==> config.mk <==
export PLATFORM = sky130hd
export DESIGN_NAME = rib_arbiter
export DESIGN_NICKNAME = d
export VERILOG_FILES = /design/src/rtl/rib_arbiter_pkg.sv /design/src/rtl/rib_arbiter_gen_en_dff.sv /design/src/rtl/rib_arbiter.sv
export SDC_FILE = /design/constraint.sdc
export NUM_CORES = 1
export LEC_CHECK = 0
export CORE_AREA = 8 8 116 118
export DETAILED_ROUTE_END_ITERATION = 8
export DIE_AREA = 0 0 124 126
export MAX_ROUTING_LAYER = met4
export PLACE_DENSITY = 0.59
export SYNTH_ARGS = -nofsm -noshare
export SYNTH_HDL_FRONTEND = slang
export SYNTH_SLANG_ARGS = --single-unit
==> constraint.sdc <==
create_clock -name clk -period 2.66 [get_ports clk]
set_clock_uncertainty 0.1 [all_clocks]
set_input_delay 0.532 -clock clk [delete_from_list [all_inputs] [get_ports clk]]
set_output_delay 0.532 -clock clk [all_outputs]
set_load 0.03 [all_outputs]
==> src/rtl/rib_arbiter_pkg.sv <==
// rib_arbiter_pkg
// Shared definitions for the RIB two-master arbiter: FSM state encodings
// and the default starvation limit for the instruction-fetch master.
package rib_arbiter_pkg;

  // IDLE grants and launches requests; WAIT_Mx holds the bus for master x
  // until its response handshake completes.
  typedef enum logic [1:0] {
    ST_IDLE    = 2'd0,
    ST_WAIT_M0 = 2'd1,
    ST_WAIT_M1 = 2'd2
  } state_t;

  // Maximum consecutive m0 grants while m1 waits before m1 is forced through.
  localparam int unsigned DEFAULT_STARVE_LIMIT = 8;

endpackage

==> src/rtl/rib_arbiter_gen_en_dff.sv <==
// rib_arbiter_gen_en_dff
// Generic enabled D flop with asynchronous active-low reset to a constant.
// Ports:
//   clk   - rising-edge clock
//   rst_n - asynchronous active-low reset, loads RESET_VAL
//   en    - load enable
//   d     - next value
//   q     - registered value
module rib_arbiter_gen_en_dff #(
  parameter int unsigned            WIDTH     = 1,
  parameter logic [WIDTH-1:0]       RESET_VAL = '0
) (
  input  logic             clk,
  input  logic             rst_n,
  input  logic             en,
  input  logic [WIDTH-1:0] d,
  output logic [WIDTH-1:0] q
);

  always_ff @(posedge clk or negedge rst_n) begin
    if (!rst_n) begin
      q <= RESET_VAL;
    end else if (en) begin
      q <= d;
    end
  end

endmodule

==> src/rtl/rib_arbiter.sv <==
// rib_arbiter
// Arbitrates two RIB masters (m0 = load/store unit, m1 = instruction fetch)
// onto a single slave with at most one outstanding transaction. m0 has
// priority unless m1 has been passed over STARVE_LIMIT times in a row.
// Ports:
//   clk, rst_n                    - clock, async active-low reset
//   mX_addr/data/sel/we_i         - master X request payload
//   mX_req_valid_i/mX_req_ready_o - master X request handshake
//   mX_data_o, mX_rsp_valid_o,
//   mX_rsp_ready_i                - master X response
//   s_addr/data/sel/we_o,
//   s_req_valid_o/s_req_ready_i   - shared slave request
//   s_data_i, s_rsp_valid_i,
//   s_rsp_ready_o                 - shared slave response
//   m1_hold_o                     - m1 is requesting but not being accepted
module rib_arbiter
  import rib_arbiter_pkg::*;
#(
  parameter int unsigned STARVE_LIMIT = DEFAULT_STARVE_LIMIT
) (
  input  logic        clk,
  input  logic        rst_n,
  input  logic [31:0] m0_addr_i,
  input  logic [31:0] m1_addr_i,
  input  logic [31:0] m0_data_i,
  input  logic [31:0] m1_data_i,
  input  logic [3:0]  m0_sel_i,
  input  logic [3:0]  m1_sel_i,
  input  logic        m0_we_i,
  input  logic        m1_we_i,
  input  logic        m0_req_valid_i,
  input  logic        m1_req_valid_i,
  output logic        m0_req_ready_o,
  output logic        m1_req_ready_o,
  output logic [31:0] m0_data_o,
  output logic [31:0] m1_data_o,
  output logic        m0_rsp_valid_o,
  output logic        m1_rsp_valid_o,
  input  logic        m0_rsp_ready_i,
  input  logic        m1_rsp_ready_i,
  output logic [31:0] s_addr_o,
  output logic [31:0] s_data_o,
  output logic [3:0]  s_sel_o,
  output logic        s_we_o,
  output logic        s_req_valid_o,
  input  logic        s_req_ready_i,
  input  logic [31:0] s_data_i,
  input  logic        s_rsp_valid_i,
  output logic        s_rsp_ready_o,
  output logic        m1_hold_o
);

  localparam int unsigned    CW    = $clog2(STARVE_LIMIT + 1);
  localparam logic [CW-1:0]  LIMIT = CW'(STARVE_LIMIT);

  logic [1:0]    state_raw;
  state_t        state_q;
  state_t        state_d;
  logic [CW-1:0] starve_cnt;
  logic [CW-1:0] cnt_d;
  logic          cnt_en;

  logic forced;
  logic grant_m0, grant_m1;
  logic owner_m0, owner_m1;
  logic m0_req_hs, m1_req_hs;
  logic req_hs, rsp_hs;

  assign state_q = state_t'(state_raw);

  // Grant and ownership. Everything is qualified by rst_n so that all
  // outputs are forced low while reset is asserted, regardless of inputs.
  always_comb begin
    forced   = (starve_cnt == LIMIT) && m1_req_valid_i;
    grant_m0 = 1'b0;
    grant_m1 = 1'b0;
    if (rst_n && state_q == ST_IDLE) begin
      grant_m0 = m0_req_valid_i && !forced;
      grant_m1 = !grant_m0 && m1_req_valid_i;
    end
    owner_m0 = grant_m0 || (rst_n && state_q == ST_WAIT_M0);
    owner_m1 = grant_m1 || (rst_n && state_q == ST_WAIT_M1);
  end

  // Request path: the granted master drives the slave; ungranted sees ready 0.
  always_comb begin
    s_addr_o       = '0;
    s_data_o       = '0;
    s_sel_o        = '0;
    s_we_o         = 1'b0;
    s_req_valid_o  = 1'b0;
    m0_req_ready_o = 1'b0;
    m1_req_ready_o = 1'b0;
    if (grant_m0) begin
      s_addr_o       = m0_addr_i;
      s_data_o       = m0_data_i;
      s_sel_o        = m0_sel_i;
      s_we_o         = m0_we_i;
      s_req_valid_o  = m0_req_valid_i;
      m0_req_ready_o = s_req_ready_i;
    end else if (grant_m1) begin
      s_addr_o       = m1_addr_i;
      s_data_o       = m1_data_i;
      s_sel_o        = m1_sel_i;
      s_we_o         = m1_we_i;
      s_req_valid_o  = m1_req_valid_i;
      m1_req_ready_o = s_req_ready_i;
    end
  end

  // Response path: only the owner sees the response. With no owner the
  // response is accepted and dropped, which also flushes a transaction
  // orphaned by a mid-flight reset.
  always_comb begin
    m0_data_o      = '0;
    m1_data_o      = '0;
    m0_rsp_valid_o = 1'b0;
    m1_rsp_valid_o = 1'b0;
    s_rsp_ready_o  = 1'b1;
    if (owner_m0) begin
      m0_data_o      = s_data_i;
      m0_rsp_valid_o = s_rsp_valid_i;
      s_rsp_ready_o  = m0_rsp_ready_i;
    end else if (owner_m1) begin
      m1_data_o      = s_data_i;
      m1_rsp_valid_o = s_rsp_valid_i;
      s_rsp_ready_o  = m1_rsp_ready_i;
    end
  end

  assign m1_hold_o = rst_n && m1_req_valid_i && !m1_req_ready_o;

  assign m0_req_hs = m0_req_valid_i && m0_req_ready_o;
  assign m1_req_hs = m1_req_valid_i && m1_req_ready_o;
  assign req_hs    = s_req_valid_o && s_req_ready_i;
  assign rsp_hs    = s_rsp_valid_i && s_rsp_ready_o;

  // Next state. A request and response in the same cycle is a complete
  // single-cycle transaction, so IDLE is kept.
  always_comb begin
    state_d = state_q;
    unique case (state_q)
      ST_IDLE: begin
        if (req_hs && !rsp_hs) begin
          state_d = grant_m0 ? ST_WAIT_M0 : ST_WAIT_M1;
        end
      end
      ST_WAIT_M0, ST_WAIT_M1: begin
        if (rsp_hs) begin
          state_d = ST_IDLE;
        end
      end
      default: state_d = ST_IDLE;
    endcase
  end

  // Starvation counter: counts m0 wins while m1 is waiting, saturating at
  // the limit; any m1 acceptance or m1 going idle restarts it.
  always_comb begin
    cnt_d  = starve_cnt;
    cnt_en = 1'b0;
    if (!m1_req_valid_i || m1_req_hs) begin
      cnt_d  = '0;
      cnt_en = 1'b1;
    end else if (m0_req_hs && starve_cnt != LIMIT) begin
      cnt_d  = starve_cnt + CW'(1);
      cnt_en = 1'b1;
    end
  end

  rib_arbiter_gen_en_dff #(
    .WIDTH    (2),
    .RESET_VAL(ST_IDLE)
  ) u_state_ff (
    .clk  (clk),
    .rst_n(rst_n),
    .en   (1'b1),
    .d    (state_d),
    .q    (state_raw)
  );

  rib_arbiter_gen_en_dff #(
    .WIDTH    (CW),
    .RESET_VAL('0)
  ) u_starve_ff (
    .clk  (clk),
    .rst_n(rst_n),
    .en   (cnt_en),
    .d    (cnt_d),
    .q    (starve_cnt)
  );

endmodule

# Word-level counts from Yosys, hierarchy flattened
# Cells that the tools add are included.
# word_totals
reg_bits,6
inputBits,178
output_inout_bits,140
wordCells,67
# classes
add_sub_neg,1
eq_ne,6
n_mux,31
n_reduce_logical,27
# ops
operator,n
$mux W32,7
$mux W1,16
$mux W4,4
$logic_and A1 B1 Y1,14
$mux W2,3
$logic_not A1 Y1,5
$add A4 B1 Y4 const B,1
$eq A4 B4 Y1 const B,1
$ne A4 B4 Y1 const B,1
$pmux W2 S2,1
$reduce_and A2 Y1,2
$logic_or A1 B1 Y1,3
$eq A2 B1 Y1 const B,1
$eq A2 B2 Y1 const B,1
$logic_not A2 Y1,1
$ne A2 B1 Y1 const B,1
$ne A2 B2 Y1 const B,1
$reduce_bool A2 Y1,1
$reduce_or A2 Y1,1

# Longest topological paths before layout
# depth
depth_word,15
depth_mapped,7
mapped_depth_nobuf,6

# Cells and area by module
# A second synthesis with hierarchy kept.
# unflattened
hier_cells,235
hier_area_um2,1759.2
# modules_own_cells
mod,instances,cells_each,area_per_inst_um2,seq_area_each_um2
rib_arbiter,1,223,1541.5,0.0
rib_arbiter_gen_en_dff (u_starve_ff),1,8,145.1,100.1
rib_arbiter_gen_en_dff (u_state_ff),1,4,72.6,50.0

# Worst setup path before layout
# Ideal clock, no wire load.
# synth_timing
path_type,flip-flop to output port
from,register u_starve_ff.q[0]
to,output m1_data_o[10]
t_arrival_ns,1.903
required_time_ns,2.028
slack_ns,0.125
path_stages_with_launch,8
n_path_buf,1
cell_sequence,dfrtp_1 > inv_1 > ha_1 > nand4b_2 > and2_4 > a2111oi_4 > clkbuf_2 > and2_1
# synth_between
elab_chain_len,10
word_cells_on_any_way,12
cone_classes,1 x eq/ne; 4 x mux; 7 x reduce/logical
# synth_lines
item,line_no,text
"start, declared",rib_arbiter_gen_en_dff.sv:17,output logic [WIDTH-1:0] q
"start signal, assigned",rib_arbiter_gen_en_dff.sv:22,q <= RESET_VAL;
"start signal, assigned",rib_arbiter_gen_en_dff.sv:24,q <= d;
$eq A4 B4 Y1 *,rib_arbiter.sv:74,forced = (starve_cnt == LIMIT) && m1_req_valid_i;
$logic_and A1 B1 Y1 *,rib_arbiter.sv:74,
$logic_not A1 Y1 *,rib_arbiter.sv:78,grant_m0 = m0_req_valid_i && !forced;
$logic_and A1 B1 Y1 *,rib_arbiter.sv:78,
$logic_not A1 Y1,rib_arbiter.sv:79,grant_m1 = !grant_m0 && m1_req_valid_i;
$logic_and A1 B1 Y1,rib_arbiter.sv:79,
$mux W1,rib_arbiter.sv:77,if (rst_n && state_q == ST_IDLE) begin
$logic_or A1 B1 Y1,rib_arbiter.sv:82,owner_m1 = grant_m1 || (rst_n && state_q == ST_WAIT_M1);
$mux W32,rib_arbiter.sv:124,end else if (owner_m1) begin
$mux W32 *,rib_arbiter.sv:120,if (owner_m0) begin
"end, declared",rib_arbiter.sv:36,"output logic [31:0] m1_data_o,"
# Every way passes the cells marked *; elsewhere a longest branch is shown, timed or not.

# Final worst setup path
# layout_timing
from,register u_starve_ff.q[0]
to,output s_data_o[17]
# layout_between
elab_chain_len,9
word_cells_on_any_way,10
cone_classes,1 x eq/ne; 4 x mux; 5 x reduce/logical
# layout_lines
item,line_no,text
$eq A4 B4 Y1 *,rib_arbiter.sv:74,
$logic_and A1 B1 Y1 *,rib_arbiter.sv:74,
$logic_not A1 Y1 *,rib_arbiter.sv:78,
$logic_and A1 B1 Y1 *,rib_arbiter.sv:78,
$logic_not A1 Y1,rib_arbiter.sv:79,
$logic_and A1 B1 Y1,rib_arbiter.sv:79,
$mux W1,rib_arbiter.sv:77,
$mux W32,rib_arbiter.sv:101,end else if (grant_m1) begin
$mux W32 *,rib_arbiter.sv:94,if (grant_m0) begin
"end, declared",rib_arbiter.sv:42,"output logic [31:0] s_data_o,"
# Marks and branches as above.

==> out/qor.yml <==
detailed_routing:
  vias: 3255
  ant_nets: 0
  wl_per_cell_um: 24.1
  dr.pass1.iters: 5
  drc: 0
  routed_via_density: 4.63
  finalWirelength_um: 17000
  drt_iter0_markers: 143
sta:
  relSlewSlack: 0.789
  finalSetupViolCount: 82
  max_freq_mhz: 361
  finalHoldViolations: 0
  min_period_ns: 2.77
  final.setup.worst_slack_ns: -0.111
  period_share: 1.04
  fin_hold_ws_ns: 0.405
  worst_slew_pin_slew_ns: 0.318
  maxSlewViolCount: 0
  grt_setup_unrepaired: "true"
  finalSetupTns_ns: -4.92
cts:
  cts_tree: "built"
  clkLatencyLatePin_ns: 0.23
  path_clk_slew_ns: 0.04
  clkSinkCount: 6
  numCtsBuffers: 3
  h-tree-depth: 1
  cts-root-buf: "clkbuf_16"
  cts_buffer_depth: 2
layout:
  layout.nets: 741
  fillers: 1017
  diodes: 0
  syn_to_final_growth_pct: 277
  final_util: 0.544
  drive_gt1_frac: 0.466
  final_area_sq_um: 6370
run_status:
  violations: "setup timing"
  status: "complete, but fails checks"
die:
  num_io_pins: 318
  fp.dieH_um: 126
  initial_core_util: 0.144
  dieWidth_um: 124
  die_area_sq_um: 15600
  coreArea_sq_um: 11700
  std_cell_rows: 40
worst_hold_path:
  hp-class: "input port to async pin"
synth:
  netlist_area_sq_um: 1690
  synth_top_area_cell: "a22o_1"
  yosysUniqueCellTypes: 33
  synth.area.top_cells: "a22o_1 36%, and2_1 13%, nor2b_1 12%, dfrtp_1 8.9%, buf_2 4.4%"
  ys_async_sr_fraction: 1.00
  synthSimpleGateAreaFrac: 0.339
  synth_top_flop_cell: "dfrtp_1"
  synth_top_family_by_area: "compound AO/OA/AOI/OAI gates"
  synth-edff-count: 0
  synth-compound-area-share: 0.444
  synth_nets: 402
  synth.mux.area_fraction: 0
  synth_adder_area_share: 0.0370
  synth_cells: 219
  yosys.area.top_type_share: 0.358
  syn_area_per_cell_sq_um: 7.72
  ys_ff_latch: 6
  ys_seq_area_frac: 0.0888
  yosys_warnings: 0
  synth_xor_area_frac: 0.0155
setup_path:
  path_max_fanout: 25
  worst_setup_path_end_kind: "primary output"
  start_kind: "flop"
  crit_required_ns: 2.03
  cp-startpoint: "u_starve_ff.q[0]"
  timing.rr.start: "u_state_ff.q[0]"
  crit_type: "flop to primary output"
  cp.arrival_ns: 2.14
global_route:
  grt_max_degree: 50
  grt-ovfl-total: 0
  grt_usage: 0.200
  grt_pass1_vias: 3613
  grt_antenna_before_repair: 0
  grt_pass1_wl_um: 22900
flow_run:
  drv_cap: 0
placed_design:
  dp_hpwl_um: 13200
  port-buffer-count: 317
  place_area_sq_um: 5310
  gp_congestion: 0.832
pwr:
  vdd_ir_drop_max_v: 0.000270
  p_leak_nw: 2.81
  powerDensity_nw_per_um2: 523
area by class of cell:
type                            count  area (sq um)  area share
Timing Repair Buffer              357          4140       0.650
Multi-Input combinational cell    185          1800       0.283
Tap cell                          147           184      0.0289
Sequential cell                     6           150      0.0236
Clock buffer                        3          75.1      0.0118
Inverter                            5          18.8     0.00295
registers in the layout, indices dropped and copies added (netlist names):
register / count
u_state_ff.q: 2
u_starve_ff.q: 4
cells in the final DEF (no fill, tap or decap), types with 2 or more instances in the layout:
master,count
buf_12,50
buf_16,5
a22oi_1,2
clkdlybuf4s50_1,174
inv_1,3
clkbuf_16,5
and2_4,34
nor2_1,5
o211ai_1,2
buf_6,66
and3_1,4
ha_4,2
xor2_1,2
o221ai_1,2
a22o_1,40
nor2b_1,32
a22o_4,29
and2_1,2
dlygate4sd2_1,4
buf_4,55
nand3_1,4
a21oi_1,2
inv_2,2
dfrtp_1,6
ha_1,3
worst max-delay path, stage by stage, from the launching register on:
cell      delay, ns
dfrtp_1        0.39
inv_2          0.08
ha_4           0.15
nand4b_4       0.11
and2_4         0.18
buf_6          0.12
nor2_4         0.15
buf_12         0.13
buf_12         0.20
a22o_1         0.24
buf_12         0.14
final timing paths:
path	to	slack [ns]	cells after the start
worst min register to register	u_starve_ff.q[2]	0.52	2
min in group clk	u_starve_ff.q[2]	0.52	2
worst min-delay path	u_starve_ff.q[3]	0.41	3
worst max-delay path	s_data_o[17]	-0.11	10
max in group asynchronous	u_state_ff.q[1]	1.91	3
worst max register to register	u_state_ff.q[0]	0.52	6
through the flow:
step	cells	setup slack (ns)	power, mW
after floorplan	219	0.125	1.28
after global placement	679	-0.234	2.55
after detailed placement	679	-0.297	2.56
after CTS	701	-0.0876	3.18
after global routing	703	-0.206	3.47
final	703	-0.111	3.33
power by group:
part	total, mW	switching [mW]	internal [mW]
Sequential	0.111	0.00636	0.105
Combinational	2.97	1.44	1.53
Clock	0.248	0.0542	0.193
Total	3.33	1.50	1.83
cell families (layout without fill, tap and decap cells):
group / after synthesis / in the layout
AO/OA/AOI/OAI: 85 / 85
XOR/XNOR: 3 / 3
adder cells (fa/ha/maj): 5 / 5
buffers and inverters: 28 / 365
flip-flops: 6 / 6
AND/OR/NAND/NOR: 92 / 92
what timing repair did:
action | in CTS | in global routing
setup endpoints to repair | 105 | 104
pin swaps | 20 | 18
cloned | 6 | 2
resized for setup | 108 | 46
hold endpoints to repair | 0 | 0
setup buffers | 13 | 1
hold buffers | 0 | 0
synthesized netlist by cell type, types with 2 or more instances:
library cell / n
ha_1: 5
clkbuf_2: 3
a21oi_1: 3
buf_2: 15
nand3_1: 5
a22oi_1: 2
a22o_1: 69
inv_1: 5
and2_1: 36
nor2_1: 6
clkbuf_1: 5
xor2_1: 2
o221ai_1: 2
and3_1: 4
dfrtp_1: 6
o211ai_1: 2
nor2b_1: 33
routing by layer:
layer  global-route usage  wire length [um]
met5                    -                 0
met4               0.0245               169
met3               0.0684              1900
met2                0.363              8770
met1                0.207              6130
Note: power is estimated with default switching activity, not from simulation.
